## src/rtl/load_extend_pipe.sv

```systemverilog
// ---------------------------------------------------------------------------
// load_extend_pipe
//
// Two-stage valid/ready pipeline for the load path. It sits between the
// data-memory read port and register writeback. Each request is a memory
// word, a byte offset, an access size and a sign-mode bit. The block selects
// the addressed byte, halfword or word and sign- or zero-extends it to
// DATA_W. A tag (normally the destination register index) travels with the
// request. Misaligned or reserved-size requests still occupy their slot and
// come out with out_err=1 and out_data=0.
//
// Ports:
//   clk        rising-edge clock
//   rst_n      asynchronous active-low reset
//   in_valid   request valid
//   in_ready   request accepted when in_valid && in_ready
//   in_data    raw memory word, little-endian byte lanes
//   in_off     byte offset within the word
//   in_size    0=byte, 1=half, 2=word (32 bits max), 3=reserved
//   in_s       1=sign-extend, 0=zero-extend
//   in_tag     passthrough tag
//   out_valid  result valid
//   out_ready  consumer accepts when out_valid && out_ready
//   out_data   extended result
//   out_tag    tag of this result
//   out_err    request was misaligned or used the reserved size
// ---------------------------------------------------------------------------
module load_extend_pipe #(
    parameter  int DATA_W = 32,
    parameter  int TAG_W  = 5,
    localparam int OFF_W  = $clog2(DATA_W / 8)
) (
    input  logic              clk,
    input  logic              rst_n,
    input  logic              in_valid,
    output logic              in_ready,
    input  logic [DATA_W-1:0] in_data,
    input  logic [OFF_W-1:0]  in_off,
    input  logic [1:0]        in_size,
    input  logic              in_s,
    input  logic [TAG_W-1:0]  in_tag,
    output logic              out_valid,
    input  logic              out_ready,
    output logic [DATA_W-1:0] out_data,
    output logic [TAG_W-1:0]  out_tag,
    output logic              out_err
);

    // A "word" access is 32 bits wide, or the whole bus when the bus is
    // narrower than that.
    localparam int WORD_W = (DATA_W < 32) ? DATA_W : 32;

    localparam logic [1:0] SZ_BYTE = 2'd0;
    localparam logic [1:0] SZ_HALF = 2'd1;
    localparam logic [1:0] SZ_WORD = 2'd2;

    // Keep the low fw bits of v; fill the rest with the field MSB when s=1,
    // otherwise with zeros.
    function automatic logic [DATA_W-1:0] extend_field(
        input logic [DATA_W-1:0] v,
        input int                fw,
        input logic              s
    );
        logic [DATA_W-1:0] r;
        logic              msb;
        msb = 1'b0;
        for (int i = 0; i < DATA_W; i++) begin
            if (i == fw - 1) msb = v[i];
        end
        for (int i = 0; i < DATA_W; i++) begin
            if (i < fw) r[i] = v[i];
            else        r[i] = s & msb;
        end
        return r;
    endfunction

    // Error results are forced to zero so that a faulting load never leaks
    // partial memory contents into the register file.
    function automatic logic [DATA_W-1:0] extend_result(
        input logic [DATA_W-1:0] v,
        input logic [1:0]        size,
        input logic              s,
        input logic              err
    );
        logic [DATA_W-1:0] r;
        r = '0;
        if (!err) begin
            case (size)
                SZ_BYTE: r = extend_field(v, 8, s);
                SZ_HALF: r = extend_field(v, 16, s);
                SZ_WORD: r = extend_field(v, WORD_W, s);
                default: r = '0;
            endcase
        end
        return r;
    endfunction

    function automatic logic misaligned(
        input logic [1:0]       size,
        input logic [OFF_W-1:0] off
    );
        logic e;
        case (size)
            SZ_BYTE: e = 1'b0;
            SZ_HALF: e = off[0];
            SZ_WORD: e = (off != '0);
            default: e = 1'b1;
        endcase
        return e;
    endfunction

    // Handshake: a stage may load when its downstream neighbour is empty or
    // is emptying this cycle. out_ready feeds in_ready combinationally.
    logic adv_p1;
    logic adv_p2;
    logic vld_p1;

    assign adv_p2   = !out_valid || out_ready;
    assign adv_p1   = !vld_p1 || adv_p2;
    assign in_ready = adv_p1;

    // ---- stage 0 -> stage 1: align the addressed field to bit 0 ----------
    logic [DATA_W-1:0] shifted_p0;
    logic              err_p0;

    assign shifted_p0 = in_data >> {in_off, 3'b000};
    assign err_p0     = misaligned(in_size, in_off);

    logic [DATA_W-1:0] data_p1;
    logic [1:0]        size_p1;
    logic              s_p1;
    logic [TAG_W-1:0]  tag_p1;
    logic              err_p1;

    always_ff @(posedge clk or negedge rst_n) begin
        if (!rst_n) begin
            vld_p1 <= 1'b0;
        end else if (adv_p1) begin
            vld_p1 <= in_valid;
        end
    end

    always_ff @(posedge clk) begin
        if (adv_p1 && in_valid) begin
            data_p1 <= shifted_p0;
            size_p1 <= in_size;
            s_p1    <= in_s;
            tag_p1  <= in_tag;
            err_p1  <= err_p0;
        end
    end

    // ---- stage 1 -> stage 2: extend and present the result ---------------
    always_ff @(posedge clk or negedge rst_n) begin
        if (!rst_n) begin
            out_valid <= 1'b0;
            out_data  <= '0;
            out_tag   <= '0;
            out_err   <= 1'b0;
        end else if (adv_p2) begin
            out_valid <= vld_p1;
            if (vld_p1) begin
                out_data <= extend_result(data_p1, size_p1, s_p1, err_p1);
                out_tag  <= tag_p1;
                out_err  <= err_p1;
            end
        end
    end

endmodule

```

## config.mk

```make
export PLATFORM = sky130hd
export DESIGN_NAME = load_extend_pipe
export DESIGN_NICKNAME = d
export VERILOG_FILES = /design/src/rtl/load_extend_pipe.sv
export SDC_FILE = /design/constraint.sdc
export NUM_CORES = 1
export LEC_CHECK = 0
export ABC_AREA = 1
export CORE_MARGIN = 5
export CORE_UTILIZATION = 54
export DETAILED_ROUTE_END_ITERATION = 10
export PLACE_DENSITY = 0.87
export SYNTH_ARGS = -nofsm -noshare
export SYNTH_HDL_FRONTEND = slang
export SYNTH_SLANG_ARGS = --single-unit
```

## constraint.sdc

```tcl
create_clock -name clk -period 4 [get_ports clk]
set_clock_uncertainty 0.2 [all_clocks]
set_input_delay 1 -clock clk [delete_from_list [all_inputs] [get_ports clk]]
set_output_delay 1 -clock clk [all_outputs]
set_load 0.1 [all_outputs]
```

**After elaboration in Yosys (flattened, before gate mapping)**

Cells that the tools add are included.

- Eq/ne operators: 4
- Shift operators: 1
- Muxes and demuxes: 11
- Bitwise gates (word level): 2
- Reductions and logical operators: 9

Operators with widths:

| kind | number |
|---|---|
| $pmux 32 s3 | 1 |
| $mux 32 | 1 |
| $shr 32x5->32 | 1 |
| $mux 1 | 8 |
| $eq 2x1->1 const B | 2 |
| $eq 2x2->1 const B | 2 |
| $logic_not 2->1 | 2 |
| $pmux 1 s3 | 1 |
| $and 1x1->1 | 2 |
| $logic_not 1->1 | 2 |
| $logic_or 1x1->1 | 2 |
| $reduce_and 2->1 | 1 |
| $reduce_bool 2->1 | 1 |
| $logic_and 1x1->1 | 1 |

- Bits in registers: 81
- Output and inout bits: 40
- Word-level logic and storage cells: 37

**Longest topological paths before layout**

- Depth after elaboration: 8
- Gate-level depth with buffers: 7
- Gate-level depth less buffers: 6

**Worst setup path before layout**

OpenSTA, ideal clock, no wires.

- Kind: register to register
- Start: register out_valid
- End: register data_p1[0] (enable)
- Arrival: 2.819 ns
- Slack: 0.539 ns
- Stages on the path, launching flop included: 4
- Clock period less this slack: 3.461 ns
- Cell sequence: dfrtp_1 -> nand3_1 -> nand2_1 -> inv_1

- Word-level cells in the longest chain between the ends: 4

Ends and longest elaborated chain:

| element | RTL line | source |
|---|---|---|
| start: declaration | 42 | `output logic out_valid,` |
| start signal: assignment | 161 | `out_valid <= vld_p1;` |
| $logic_not 1->1 | 118 | `assign adv_p2 = !out_valid \|\| out_ready;` |
| $logic_or 1x1->1 | 118 |  |
| $logic_or 1x1->1 | 119 | `assign adv_p1 = !vld_p1 \|\| adv_p2;` |
| net in_ready | 36 | `output logic in_ready,` |
| $logic_and 1x1->1 | 144 | `if (adv_p1 && in_valid) begin` |
| end signal: assignment | 145 | `data_p1 <= shifted_p0;` |
| end: declaration | 129 | `logic [DATA_W-1:0] data_p1;` |

The timed path passes the listed nets, and every way through them passes these cells.
A chain may end at the register's enable or synchronous reset.

**Worst setup path in the final report**

- Start: register out_valid
- End: output port out_valid

No word-level cell between the ends.

==> results.json <==
{
  "cts_resized": 0,
  "post-route-min-period_ns": 3.110,
  "synth-compound-area-share": 0.07700,
  "synth_warnings": 0,
  "ir_drop_v": 0.0001830,
  "critPathSlowestCell": "clkdlybuf4s50_1",
  "syn_nets": 437,
  "final_area_um2": 4663,
  "p_per_area_nw_per_um2": 526.2,
  "crit_path_end_kind": "primary output",
  "rsz0062_at_grt": "no",
  "firstDrtPassIters": 5,
  "worstPathArrival_ns": 1.91,
  "path_clk_slew_ns": 0.08,
  "grt_overflow": 0,
  "outcome": "finished clean",
  "layout_common_cells": "146 x nand2_1, 81 x clkdlybuf4s50_1, 41 x edfxtp_1",
  "antenna_found_initial": 0,
  "post_dp_cell_area_um2": 4477,
  "reg2reg_from": "size_p1[1]$_DFFE_PP_",
  "fp.dieH_um": 92.47,
  "slew_viol_final": 0,
  "yosysUniqueCellTypes": 22,
  "setup_tns_ns": 0,
  "die_area_um2": 8550,
  "clock-sinks": 81,
  "max_stage_delay_ns": 1.16,
  "start_util": 0.5466,
  "p_clk_frac": 0.230,
  "vias": 2904,
  "ios": 86,
  "grt_max_degree": 42,
  "core_area_um2": 6719,
  "critPathTopFamily": "buffers and inverters",
  "place.gp.congestion": 0.8587,
  "hold_buffers": 0,
  "yosysSeqAreaShare": 0.6078,
  "routedWlPerCell_um": 13.86,
  "crit_start": "out_valid$_DFFE_PN0P_",
  "seq_power_share": 0.425,
  "drv_cap": 0,
  "ys_ff_latch": 81,
  "num_rows": 30,
  "swShare": 0.3998,
  "n_antenna_cell": 0,
  "grt_pass1_wl_um": 13000,
  "cp_cell_sequence": "clkdlybuf4s50_1",
  "grt_util_all_layers": 0.1912,
  "dieWidth_um": 92.47,
  "yosys.area_share.simple": 0.2446,
  "drc": 0,
  "viasPerCell": 5.270,
  "post-dp-hpwl_um": 5535,
  "total_power_mw": 2.454,
  "switchingPower_uw": 981.0,
  "tightest_slew_ns": 0.9847,
  "cts_tree": "yes",
  "slew_headroom": 0.3415,
  "hold_path.startpoint": "data_p1[2]$_DFFE_PP_",
  "cts_inserted_buffers": 9,
  "min_period_over_period": 0.7775,
  "crit_buf_inv": 1,
  "crit_required_ns": 2.80,
  "cp_max_fo": 3,
  "drtIter0Drc": 224,
  "layout-drive-gt1-share": 0.06794,
  "fin_nets": 512,
  "drt-total-wl_um": 7635,
  "io_buffers": 85,
  "max_freq_mhz": 321.5,
  "route.top_layer_used": "met4",
  "dr_wl_met3_um": 551,
  "ctsHtreeMaxLevel": 3,
  "synth_area_per_cell_um2": 9.392,
  "finalHoldViolations": 0,
  "setup_viol": 0,
  "synth_top_family_by_area": "simple AND/OR/NAND/NOR gates",
  "mostFrequentLayoutCell": "nand2_1",
  "syn_area_um2": 3672,
  "critPathLaunchType": "register",
  "leakage_nw": 2.181,
  "synth_adder_area_share": 0,
  "clk_latency_ns": 0.35,
  "postCtsSetupRepairBufs": 0,
  "cts.path.max_buffers": 2,
  "synth_xor_xnor_area_share": 0,
  "internal-power_mw": 1.473,
  "cts-root-buf": "clkbuf_8",
  "area_growth_syn_to_layout_pct": 26.98,
  "comb_power_share": 0.345,
  "synth.area.mux_share": 0,
  "hp-class": "register to register",
  "ant_nets": 0,
  "met1_length_um": 3313,
  "fillCellCount": 480,
  "syn_inst": 391,
  "grt_pass1_vias": 2744,
  "worstSetupPathType": "register to primary output",
  "wl_met2_um": 3605
}
==> synthesized netlist by cell type (all sizes together) <==
cell    number  area (µm²)
nand2      151       589.3
edfxtp      41        1231
dfrtp       40        1001
nand3       40       212.7
o21ai       29       145.1
inv         24       90.09
buf         23       165.2
nor2        20       96.34
a21oi        8       40.04
a22oi        6       45.04
o22ai        6       37.54
o211ai       2       15.01
clkbuf       1       3.750
==> cell families after synthesis <==
kind of cell    count (synthesis)
compound gates                 51
buf+inv                        48
flops                          81
simple gates                  211
==> layout make-up <==
type	instances	area, µm²	share of cell area
sequential	81	2232	0.4787
clock inverter	6	58.81	0.01261
inverter	24	90.09	0.01932
tap	80	100.1	0.02146
timing repair buffer	88	873.3	0.1873
multi-input combinational	262	1181	0.2533
clock buffer	10	127.6	0.02737
==> power by group through the flow <==
stage | sequential [mW] | clock [mW] | combinational, mW
final | 1.04 | 0.565 | 0.846
after detailed placement | 1.06 | 0 | 0.851
after global placement | 1.06 | 0 | 0.839
after global routing | 1.06 | 0.607 | 0.890
after floorplan | 1.49 | 0 | 0.197
after CTS | 1.04 | 0.571 | 0.852
==> flip-flops by register name, indices dropped and copies added (netlist names), 2 cells and up <==
name      flops
tag_p1        5
out_tag       5
size_p1       2
data_p1      32
out_data     32
==> per-layer routing <==
layer | GRT usage | up-vias
li1 | - | 1434
met1 | 0.2626 | 1340
met2 | 0.2979 | 113
met3 | 0.04305 | 17
met4 | 0.07178 | 0
met5 | 0 | -
==> final timing paths <==
check	end	slack, ns	depth (start not counted)
max	out_valid	0.89	1
min	out_data[2]$_DFFE_PN0P_	0.25	2
max reg2reg	out_data[29]$_DFFE_PN0P_	2.09	5
min reg2reg	out_data[2]$_DFFE_PN0P_	0.25	2
max in group asynchronous	out_data[5]$_DFFE_PN0P_	2.49	1
min in group asynchronous	out_data[14]$_DFFE_PN0P_	0.56	1
==> metrics by stage <==
stage,hold WS [ns],util,setup slack (ns),cells
CTS,0.2575,0.6940,0.8766,551
detailed placement,0.2401,0.6663,0.8996,535
finish,0.2512,0.6940,0.8900,551
global placement,0.2307,0.6663,0.9226,535
global route,0.2824,0.6940,0.8390,551
floorplan,0.2184,-,0.5392,391
Note: power is estimated with default switching activity, not from simulation.
